### config.mk
export PLATFORM = sky130hd
export DESIGN_NAME = switch_debouncer_flat
export DESIGN_NICKNAME = d
export VERILOG_FILES = /design/src/rtl/switch_debouncer_pkg.sv /design/src/rtl/switch_debouncer_if.sv /design/src/rtl/debounce_channel.sv /design/src/rtl/switch_debouncer.sv /design/src/flat_wrapper.sv
export SDC_FILE = /design/constraint.sdc
export NUM_CORES = 1
export LEC_CHECK = 0
export ABC_AREA = 1
export ABC_CLOCK_PERIOD_IN_PS = 2950
export BUFFER_PORTS_ARGS = -buffer_cell sky130_fd_sc_hd__buf_2
export CAP_MARGIN = 25
export CELL_PAD_IN_SITES_DETAIL_PLACEMENT = 0
export CELL_PAD_IN_SITES_GLOBAL_PLACEMENT = 1
export CORE_ASPECT_RATIO = 2
export CORE_MARGIN = 5
export CORE_UTILIZATION = 28
export CTS_CLUSTER_DIAMETER = 150
export CTS_CLUSTER_SIZE = 10
export DETAILED_ROUTE_END_ITERATION = 8
export GPL_ROUTABILITY_DRIVEN = 1
export MAX_ROUTING_LAYER = met4
export PLACE_DENSITY = 0.58
export SETUP_SLACK_MARGIN = 0.1
export SYNTH_ARGS = -nofsm -noshare
export SYNTH_HDL_FRONTEND = slang
export SYNTH_SLANG_ARGS = --single-unit
### constraint.sdc
create_clock -name CLOCK_50 -period 2.95 [get_ports CLOCK_50]
set_input_delay 0.7375 -clock CLOCK_50 [delete_from_list [all_inputs] [get_ports CLOCK_50]]
set_output_delay 0.7375 -clock CLOCK_50 [all_outputs]
set_load 0.01 [all_outputs]
### src/rtl/switch_debouncer_pkg.sv
// Shared types and constants for the switch debouncer slice.
package switch_debouncer_pkg;

    typedef enum logic [1:0] {
        STABLE_LO,
        WAIT_HI,
        STABLE_HI,
        WAIT_LO
    } db_state_t;

    localparam int DB_CYCLES_50MHZ_10MS = 500000;
    localparam int DB_SYNC_STAGES       = 2;

endpackage

### src/rtl/switch_debouncer_if.sv
// Switch bundle: raw levels in, clean levels and edge pulses out.
interface switch_debouncer_if #(
    parameter int N_SW = 3
);
    logic [N_SW-1:0] SW;
    logic [N_SW-1:0] SW_clean;
    logic [N_SW-1:0] SW_rise;
    logic [N_SW-1:0] SW_fall;

    modport master (output SW, input SW_clean, input SW_rise, input SW_fall);
    modport slave  (input SW, output SW_clean, output SW_rise, output SW_fall);
endinterface

### src/rtl/debounce_channel.sv
// One switch bit: 2-flop synchronizer, debounce FSM and hold counter.
// Edge pulse registers exist only when SW_EDGE_PULSE_EN is defined.
module debounce_channel
    import switch_debouncer_pkg::*;
#(
    parameter int DEBOUNCE_CYCLES = DB_CYCLES_50MHZ_10MS,
    parameter int CNT_W           = $clog2(DEBOUNCE_CYCLES)
) (
    input  logic clk,
    input  logic rst_n,
    input  logic sw,
    output logic clean,
    output logic rise,
    output logic fall
);

    localparam logic [CNT_W-1:0] CNT_LAST = CNT_W'(DEBOUNCE_CYCLES - 1);

    logic [DB_SYNC_STAGES:1] sync_pipe;
    logic                    s2;

    db_state_t       state_q, state_d;
    logic [CNT_W-1:0] cnt_q, cnt_d;
    logic            clean_q, clean_d;

    always_ff @(posedge clk or negedge rst_n) begin
        if (!rst_n) sync_pipe <= '0;
        else        sync_pipe <= {sync_pipe[DB_SYNC_STAGES-1:1], sw};
    end

    assign s2 = sync_pipe[DB_SYNC_STAGES];

    always_ff @(posedge clk or negedge rst_n) begin
        if (!rst_n) begin
            state_q <= STABLE_LO;
            cnt_q   <= '0;
            clean_q <= 1'b0;
        end else begin
            state_q <= state_d;
            cnt_q   <= cnt_d;
            clean_q <= clean_d;
        end
    end

    // Counter is compared for equality only; it is parked at 0 outside WAIT_*.
    always_comb begin
        state_d = state_q;
        cnt_d   = cnt_q;
        clean_d = clean_q;
        unique case (state_q)
            STABLE_LO: begin
                cnt_d = '0;
                if (s2) state_d = WAIT_HI;
            end
            WAIT_HI: begin
                if (!s2) begin
                    state_d = STABLE_LO;
                    cnt_d   = '0;
                end else if (cnt_q == CNT_LAST) begin
                    state_d = STABLE_HI;
                    cnt_d   = '0;
                    clean_d = 1'b1;
                end else begin
                    cnt_d = cnt_q + CNT_W'(1);
                end
            end
            STABLE_HI: begin
                cnt_d = '0;
                if (!s2) state_d = WAIT_LO;
            end
            WAIT_LO: begin
                if (s2) begin
                    state_d = STABLE_HI;
                    cnt_d   = '0;
                end else if (cnt_q == CNT_LAST) begin
                    state_d = STABLE_LO;
                    cnt_d   = '0;
                    clean_d = 1'b0;
                end else begin
                    cnt_d = cnt_q + CNT_W'(1);
                end
            end
            default: begin
                state_d = STABLE_LO;
                cnt_d   = '0;
            end
        endcase
    end

    assign clean = clean_q;

`ifdef SW_EDGE_PULSE_EN
    logic rise_q, fall_q;

    // Pulses register the same edge that updates clean, so they align with it.
    always_ff @(posedge clk or negedge rst_n) begin
        if (!rst_n) begin
            rise_q <= 1'b0;
            fall_q <= 1'b0;
        end else begin
            rise_q <= clean_d & ~clean_q;
            fall_q <= ~clean_d & clean_q;
        end
    end

    assign rise = rise_q;
    assign fall = fall_q;
`else
    assign rise = 1'b0;
    assign fall = 1'b0;
`endif

endmodule

### src/rtl/switch_debouncer.sv
// Top: N_SW independent debounce channels. Edge pulses are built only
// when SW_EDGE_PULSE_EN is defined; otherwise SW_rise/SW_fall read 0.
module switch_debouncer
    import switch_debouncer_pkg::*;
#(
    parameter int N_SW            = 3,
    parameter int DEBOUNCE_CYCLES = DB_CYCLES_50MHZ_10MS,
    parameter int CNT_W           = $clog2(DEBOUNCE_CYCLES)
) (
    input  logic               CLOCK_50,
    input  logic               Reset_n,
    switch_debouncer_if.slave  sw_if
);

    logic [N_SW-1:0] clean_w;
    logic [N_SW-1:0] rise_w;
    logic [N_SW-1:0] fall_w;

    for (genvar i = 0; i < N_SW; i++) begin : g_ch
        debounce_channel #(
            .DEBOUNCE_CYCLES (DEBOUNCE_CYCLES),
            .CNT_W           (CNT_W)
        ) u_ch (
            .clk   (CLOCK_50),
            .rst_n (Reset_n),
            .sw    (sw_if.SW[i]),
            .clean (clean_w[i]),
            .rise  (rise_w[i]),
            .fall  (fall_w[i])
        );
    end

    assign sw_if.SW_clean = clean_w;
    assign sw_if.SW_rise  = rise_w;
    assign sw_if.SW_fall  = fall_w;

endmodule

### src/flat_wrapper.sv
// flat-port wrapper written by rule: the top's interface ports become plain ports
module switch_debouncer_flat import switch_debouncer_pkg::*;
#(
    parameter int N_SW            = 3,
    parameter int DEBOUNCE_CYCLES = DB_CYCLES_50MHZ_10MS,
    parameter int CNT_W           = $clog2(DEBOUNCE_CYCLES)
)
  (CLOCK_50, Reset_n, sw_if_SW, sw_if_SW_clean, sw_if_SW_rise, sw_if_SW_fall);
  switch_debouncer_if #(.N_SW(N_SW)) sw_if_i ();
  input  logic CLOCK_50;
  input  logic Reset_n;
  input wire logic [$bits(sw_if_i.SW)-1:0] sw_if_SW;
  output wire logic [$bits(sw_if_i.SW_clean)-1:0] sw_if_SW_clean;
  output wire logic [$bits(sw_if_i.SW_rise)-1:0] sw_if_SW_rise;
  output wire logic [$bits(sw_if_i.SW_fall)-1:0] sw_if_SW_fall;
  assign sw_if_i.SW = sw_if_SW;
  assign sw_if_SW_clean = sw_if_i.SW_clean;
  assign sw_if_SW_rise = sw_if_i.SW_rise;
  assign sw_if_SW_fall = sw_if_i.SW_fall;
  switch_debouncer #(.N_SW(N_SW), .DEBOUNCE_CYCLES(DEBOUNCE_CYCLES), .CNT_W(CNT_W)) u_core (.CLOCK_50(CLOCK_50), .Reset_n(Reset_n), .sw_if(sw_if_i));
endmodule
# Yosys cells after proc, flatten, opt, wreduce, memory -nomap -nowiden
# Index checks and enable logic that the tools add are counted.
# classes
addsub,3
multipliers,0
div_mod_pow,0
n_lt_le_gt_ge,0
eq_ne,36
shifts,0
n_mux,48
bitwise_logic,0
n_reduce_logical,15
# ops
operator,count
$mux W19,9
$pmux W19 S3,3
$add A19 B1 Y19 const B,3
$eq A19 B19 Y1 const B,3
$mux W2,18
$ne A2 B2 Y1 const B,18
$pmux W2 S4,3
$ne A3 B3 Y1 const B,6
$reduce_and A5 Y1,3
$eq A2 B2 Y1 const B,6
$mux W1,12
$reduce_and A4 Y1,3
$eq A2 B1 Y1 const B,3
$logic_not A2 Y1,3
$pmux W1 S2,3
$reduce_bool A2 Y1,3
$reduce_or A2 Y1,3
# word_totals
register_bits,72
latchBits,0
ramBits,0
rom_bits,0
input_bits,5
output_inout_bits,9
word_cells,114
memories,0

# Depth between registers and ports, before layout
# depth
word_depth,4
mapped_depth,10
ltp_nobuf,9

# Cells and area by module
# Synthesis repeated with hierarchy kept, for this count alone.
# unflattened
hier_cells,543
area_unflattened_um2,4072.7
# modules_own_cells
module,instances,cells_each,area_per_inst_um2,seq_area_each_um2
debounce_channel at u_core.g_ch[2].u_ch,1,187,1416.4,600.6
debounce_channel at u_core.g_ch[0].u_ch,1,178,1328.8,600.6
debounce_channel at u_core.g_ch[1].u_ch,1,178,1327.5,600.6

# Least setup slack after synthesis
# No wires, ideal clock.
# synth_timing
path_type,flip-flop to flip-flop
start,reg u_core.g_ch[2].u_ch.cnt_q[0]
end,reg u_core.g_ch[2].u_ch.cnt_q[4]
setup_time_ns,0.069
arrival_ns,1.380
required_ns,2.881
slack_ns,1.502
stages_incl_launch_ff,10
n_path_buf,1
synth_period_minus_slack_ns,1.448
path_cell_list,dfrtp_1 -> ha_1 -> nand3_1 -> inv_2 -> nand2_1 -> nor2_4 -> nor2_4 -> inv_4 -> buf_8 -> nor2_2
# synth_between
elab_chain_cells,4
elab_cells_between_ends,6
classes_between,add/sub (1); eq/ne (1); mux (4)
# synth_lines
item,line,text
from (decl),debounce_channel.sv:23,"logic [CNT_W-1:0] cnt_q, cnt_d;"
from (signal assigned),debounce_channel.sv:40,cnt_q <= cnt_d;
$add A19 B1 Y19 / $eq A19 B19 Y1 (equally long branches),n/a,
$mux W19 *,"debounce_channel.sv:59, debounce_channel.sv:75",
"$mux W19, on equally long branches","debounce_channel.sv:72, debounce_channel.sv:56",
$pmux W19 S3 *,debounce_channel.sv:50,unique case (state_q)
named net u_core.g_ch[2].u_ch.cnt_d[4],debounce_channel.sv:23,
# Mark *: on every way through the listed nets, which the timed path passes. The rest lies on a longest branch.
# A chain may end at the register's enable or synchronous reset.

# Worst setup path after layout
# layout_timing
start,reg u_core.g_ch[0].u_ch.cnt_q[0]
end,reg u_core.g_ch[0].u_ch.cnt_q[11]
# layout_between
elab_chain_cells,4
elab_cells_between_ends,6
classes_between,add/sub (1); eq/ne (1); mux (4)
# layout_lines
item,line
from (decl),debounce_channel.sv:23
from (signal assigned),debounce_channel.sv:40
$add A19 B1 Y19 / $eq A19 B19 Y1 (equally long branches),n/a
$mux W19 *,"debounce_channel.sv:59, debounce_channel.sv:75"
"$mux W19, on equally long branches","debounce_channel.sv:72, debounce_channel.sv:56"
$pmux W19 S3 *,debounce_channel.sv:50
named net u_core.g_ch[0].u_ch.cnt_d[11],debounce_channel.sv:23
# Marked as above.

==> run summary <==
Power
- total leakage power: 1.90 nW
- VDD IR-drop max: 0.252 mV
- overall power: 2.11 mW
- PwrDens: 477 nW/µm²

Min path
- critical hold path startpoint: u_core.g_ch[0].u_ch.sync_pipe[1]
- terminating pin of the worst hold path: u_core.g_ch[0].u_ch.sync_pipe[2]
- HP Class: reg -> reg
- hold-critical path depth: 0

Detailed routing
- iteration count of the initial detailed-routing pass: 4
- Routed WL per cell: 12.0 µm
- final WL: 8730 µm
- Via-to-Cell Ratio: 4.33
- # DRC: 0
- Final ANT Viol Nets: 0
- Detailed Route Iter0 Violations: 62
- total vias in the final route: 3145

Clock network
- Num Clock Sinks: 72
- clock transition time at the flip-flop clock pins of the worst setup and hold paths: 60 ps
- number of buffers inserted to repair setup after CTS: 0
- clock latency of the later-clocked register in the worst-skew pair: 340 ps
- Clk Tree Root Cell: sky130_fd_sc_hd__clkbuf_16
- number of buffers created by CTS: 9
- Longest Clk Path Bufs: 2
- Post-CTS Resized: 0
- CTS tree: yes
- H-tree lvl count: 3
- post-cts hold buffer count: 0

Logic synthesis
- fraction of the yosys area taken by sequential cells: 0.459
- cell accounting for the most synthesized area: sky130_fd_sc_hd__dfrtp_1
- #FFs+latches synth: 72
- share of Yosys cell area claimed by the top area cell type: 0.459
- synth top area cells: sky130_fd_sc_hd__dfrtp_1, sky130_fd_sc_hd__nand2_1, sky130_fd_sc_hd__nor2_1, sky130_fd_sc_hd__inv_1, sky130_fd_sc_hd__xor2_1
- Mapped Avg Cell Area: 7.53 µm²
- Netlist Area Pre-Place: 3920 µm²
- count of different cell masters after synthesis: 28
- number of instances in the synthesized netlist: 521
- count of synthesis-stage warnings from yosys: 0

GRT
- pin count of the biggest net entering global routing: 73
- GRT Total Usage: 0.119
- via count of the first global-routing pass: 3133
- total overflow reported by the global router: 0
- global-route wire length before repair: 15000 µm
- antenna violations before repair: 0

Finish
- share of layout cells above drive strength 1: 0.114
- post-route cell area: 4420 µm²
- Filler Cell Count: 1462
- Final #Nets: 540
- n_diodes: 0
- layout-stage area growth over the synthesis result: 12.6%

Setup path
- family with the most delay on the worst path: simple AND/OR/NAND/NOR gates
- type of the worst setup path: reg -> reg
- crit path capture type: flop
- Worst Setup Start Kind: flop
- worst path cell trace: ha_1 > nand3_1 > nor2_1 > nand3_1 > nand2_1 > inv_1 > nand2_1 > nor2_1
- critical path buffer and inverter count: 1
- Reg2Reg Launch Point: u_core.g_ch[0].u_ch.cnt_q[0]
- path depth of the worst reg2reg path: 8
- CP peak stage delay: 380 ps
- arrival time of the worst setup path: 2080 ps
- standard cell with the maximum stage delay on the critical path: sky130_fd_sc_hd__nand2_1
- Critical Path Fanout Max: 12
- Required @ worst endpoint: 3180 ps
- endpoint of the worst-slack reg-to-reg timing path: u_core.g_ch[0].u_ch.cnt_q[11]
- Reg2Reg Setup Slack: 1100 ps

Floorplanning
- count of standard-cell rows: 61
- total I/O pin count: 14
- core region area: 13800 µm²
- starting density of the core: 0.284
- overall die area: 16600 µm²
- die extent in x: 93.7 µm
- height of the die: 177 µm

Place
- GPL Wtd Cong: 0.858
- placed inst area: 4140 µm²
- port buffer count: 7
- final HPWL from detailed placement: 6410 µm

Timing
- final setup vio count: 0
- number of hold violations in the final report: 0
- highest clock frequency the design can meet: 540 MHz
- Setup Total Neg Slack: 0 ps
- skew final: 10.6 ps
- RSZ-0062 raised after global routing: false
- post-layout minimum cycle time: 1850 ps
- Final Cycle Share: 0.628
- max-slew violations: 0
- smallest hold slack: 356 ps

Run
- maxcap violations: 0

Outcome
- status: finished clean

## final cells by class
type	instances	area, µm²	share of cell area
flip-flops and latches	72	1800	0.408
multi-input cells	382	1820	0.411
clock inverters	6	42.5	0.00963
repair buffers	8	57.6	0.0130
inverters	59	224	0.0507
well taps	189	236	0.0535
clock buffers	10	239	0.0541
## worst register-to-register path: stages, from the launching register on
cell and delay, ps:
sky130_fd_sc_hd__dfrtp_1 370, sky130_fd_sc_hd__ha_1 200, sky130_fd_sc_hd__nand3_1 160, sky130_fd_sc_hd__nor2_1 120
sky130_fd_sc_hd__nand3_1 120, sky130_fd_sc_hd__nand2_1 380, sky130_fd_sc_hd__inv_1 240, sky130_fd_sc_hd__nand2_1 120
sky130_fd_sc_hd__nor2_1 40
## flip-flops by register name, indices dropped and copies added (netlist names), named ones only
register	count
u_core.g_ch.u_ch.cnt_q	57
u_core.g_ch.u_ch.sync_pipe	6
u_core.g_ch.u_ch.clean	3
u_core.g_ch.u_ch.state_q	3
## Yosys cell counts
cell	count
sky130_fd_sc_hd__a21oi_1	3
sky130_fd_sc_hd__a31oi_1	5
sky130_fd_sc_hd__buf_2	2
sky130_fd_sc_hd__buf_4	10
sky130_fd_sc_hd__buf_8	1
sky130_fd_sc_hd__conb_1	1
sky130_fd_sc_hd__dfrtp_1	72
sky130_fd_sc_hd__ha_1	3
sky130_fd_sc_hd__inv_1	53
sky130_fd_sc_hd__inv_2	5
sky130_fd_sc_hd__inv_4	1
sky130_fd_sc_hd__nand2_1	128
sky130_fd_sc_hd__nand2_2	4
sky130_fd_sc_hd__nand3_1	28
sky130_fd_sc_hd__nand3_2	1
sky130_fd_sc_hd__nand3b_1	2
sky130_fd_sc_hd__nand4_1	14
sky130_fd_sc_hd__nor2_1	111
sky130_fd_sc_hd__nor2_2	20
sky130_fd_sc_hd__nor2_4	3
sky130_fd_sc_hd__nor3_1	19
sky130_fd_sc_hd__nor3_2	1
sky130_fd_sc_hd__nor4_1	2
sky130_fd_sc_hd__o21ai_0	4
sky130_fd_sc_hd__o21bai_1	1
sky130_fd_sc_hd__or2_2	2
sky130_fd_sc_hd__xnor2_1	7
sky130_fd_sc_hd__xor2_1	18
## metrics by stage
step	setup WS [ps]	cells	utilization
2_1_floorplan	1500	526	-
3_3_place_gp	1130	710	0.299
3_5_place_dp	1060	710	0.299
4_1_cts	1060	726	0.320
5_1_grt	847	726	0.320
6_report	1100	726	0.320
## metal layers
layer / vias up / GRT usage / wire [µm]
li1: 1627 / - / -
met1: 1460 / 0.127 / 3610
met5: - / - / 0
met4: 0 / 0.0573 / 282
met3: 17 / 0.0195 / 191
met2: 41 / 0.209 / 4650
## cell usage in the layout (no fill, tap or decap), drive strengths merged, types with 4 or more instances in the layout
cell    instances
nand4          14
o21ai           4
nand2         132
xnor2           7
buf             8
nor2          134
clkbuf         10
inv            61
dfrtp          72
conb            6
xor2           18
nand3          29
nor3           20
a31oi           5
## how the worst max path moves through the flow
stage	to	slack, ps	cells past startpoint	startpoint
floorplan	u_core.g_ch[2].u_ch.cnt_q[4]	1500	9	u_core.g_ch[2].u_ch.cnt_q[0]
global placement	u_core.g_ch[0].u_ch.cnt_q[13]	1130	8	u_core.g_ch[0].u_ch.cnt_q[0]
detailed placement	u_core.g_ch[0].u_ch.cnt_q[11]	1060	8	u_core.g_ch[0].u_ch.cnt_q[0]
CTS	u_core.g_ch[0].u_ch.cnt_q[16]	1060	8	u_core.g_ch[0].u_ch.cnt_q[0]
global route	u_core.g_ch[0].u_ch.cnt_q[18]	850	8	u_core.g_ch[0].u_ch.cnt_q[0]
finish	u_core.g_ch[0].u_ch.cnt_q[11]	1100	8	u_core.g_ch[0].u_ch.cnt_q[0]
## power by group
part	internal, mW	switching, mW
Clock	0.595	0.443
Combinational	0.0139	0.0500
Sequential	0.998	0.00801
Total	1.61	0.501
## cells by family after synthesis
| logic type | Yosys count | synth area share |
|---|---|---|
| and+or+nand+nor | 335 | 0.373 |
| other | 1 | 0.000956 |
| adders and majority gates | 3 | 0.00957 |
| buffers and inverters | 72 | 0.0826 |
| DFF | 72 | 0.459 |
| xor gates and xnor gates | 25 | 0.0558 |
| AOI/OAI and AO/OA | 13 | 0.0188 |
(Power assumes the default switching activity.)
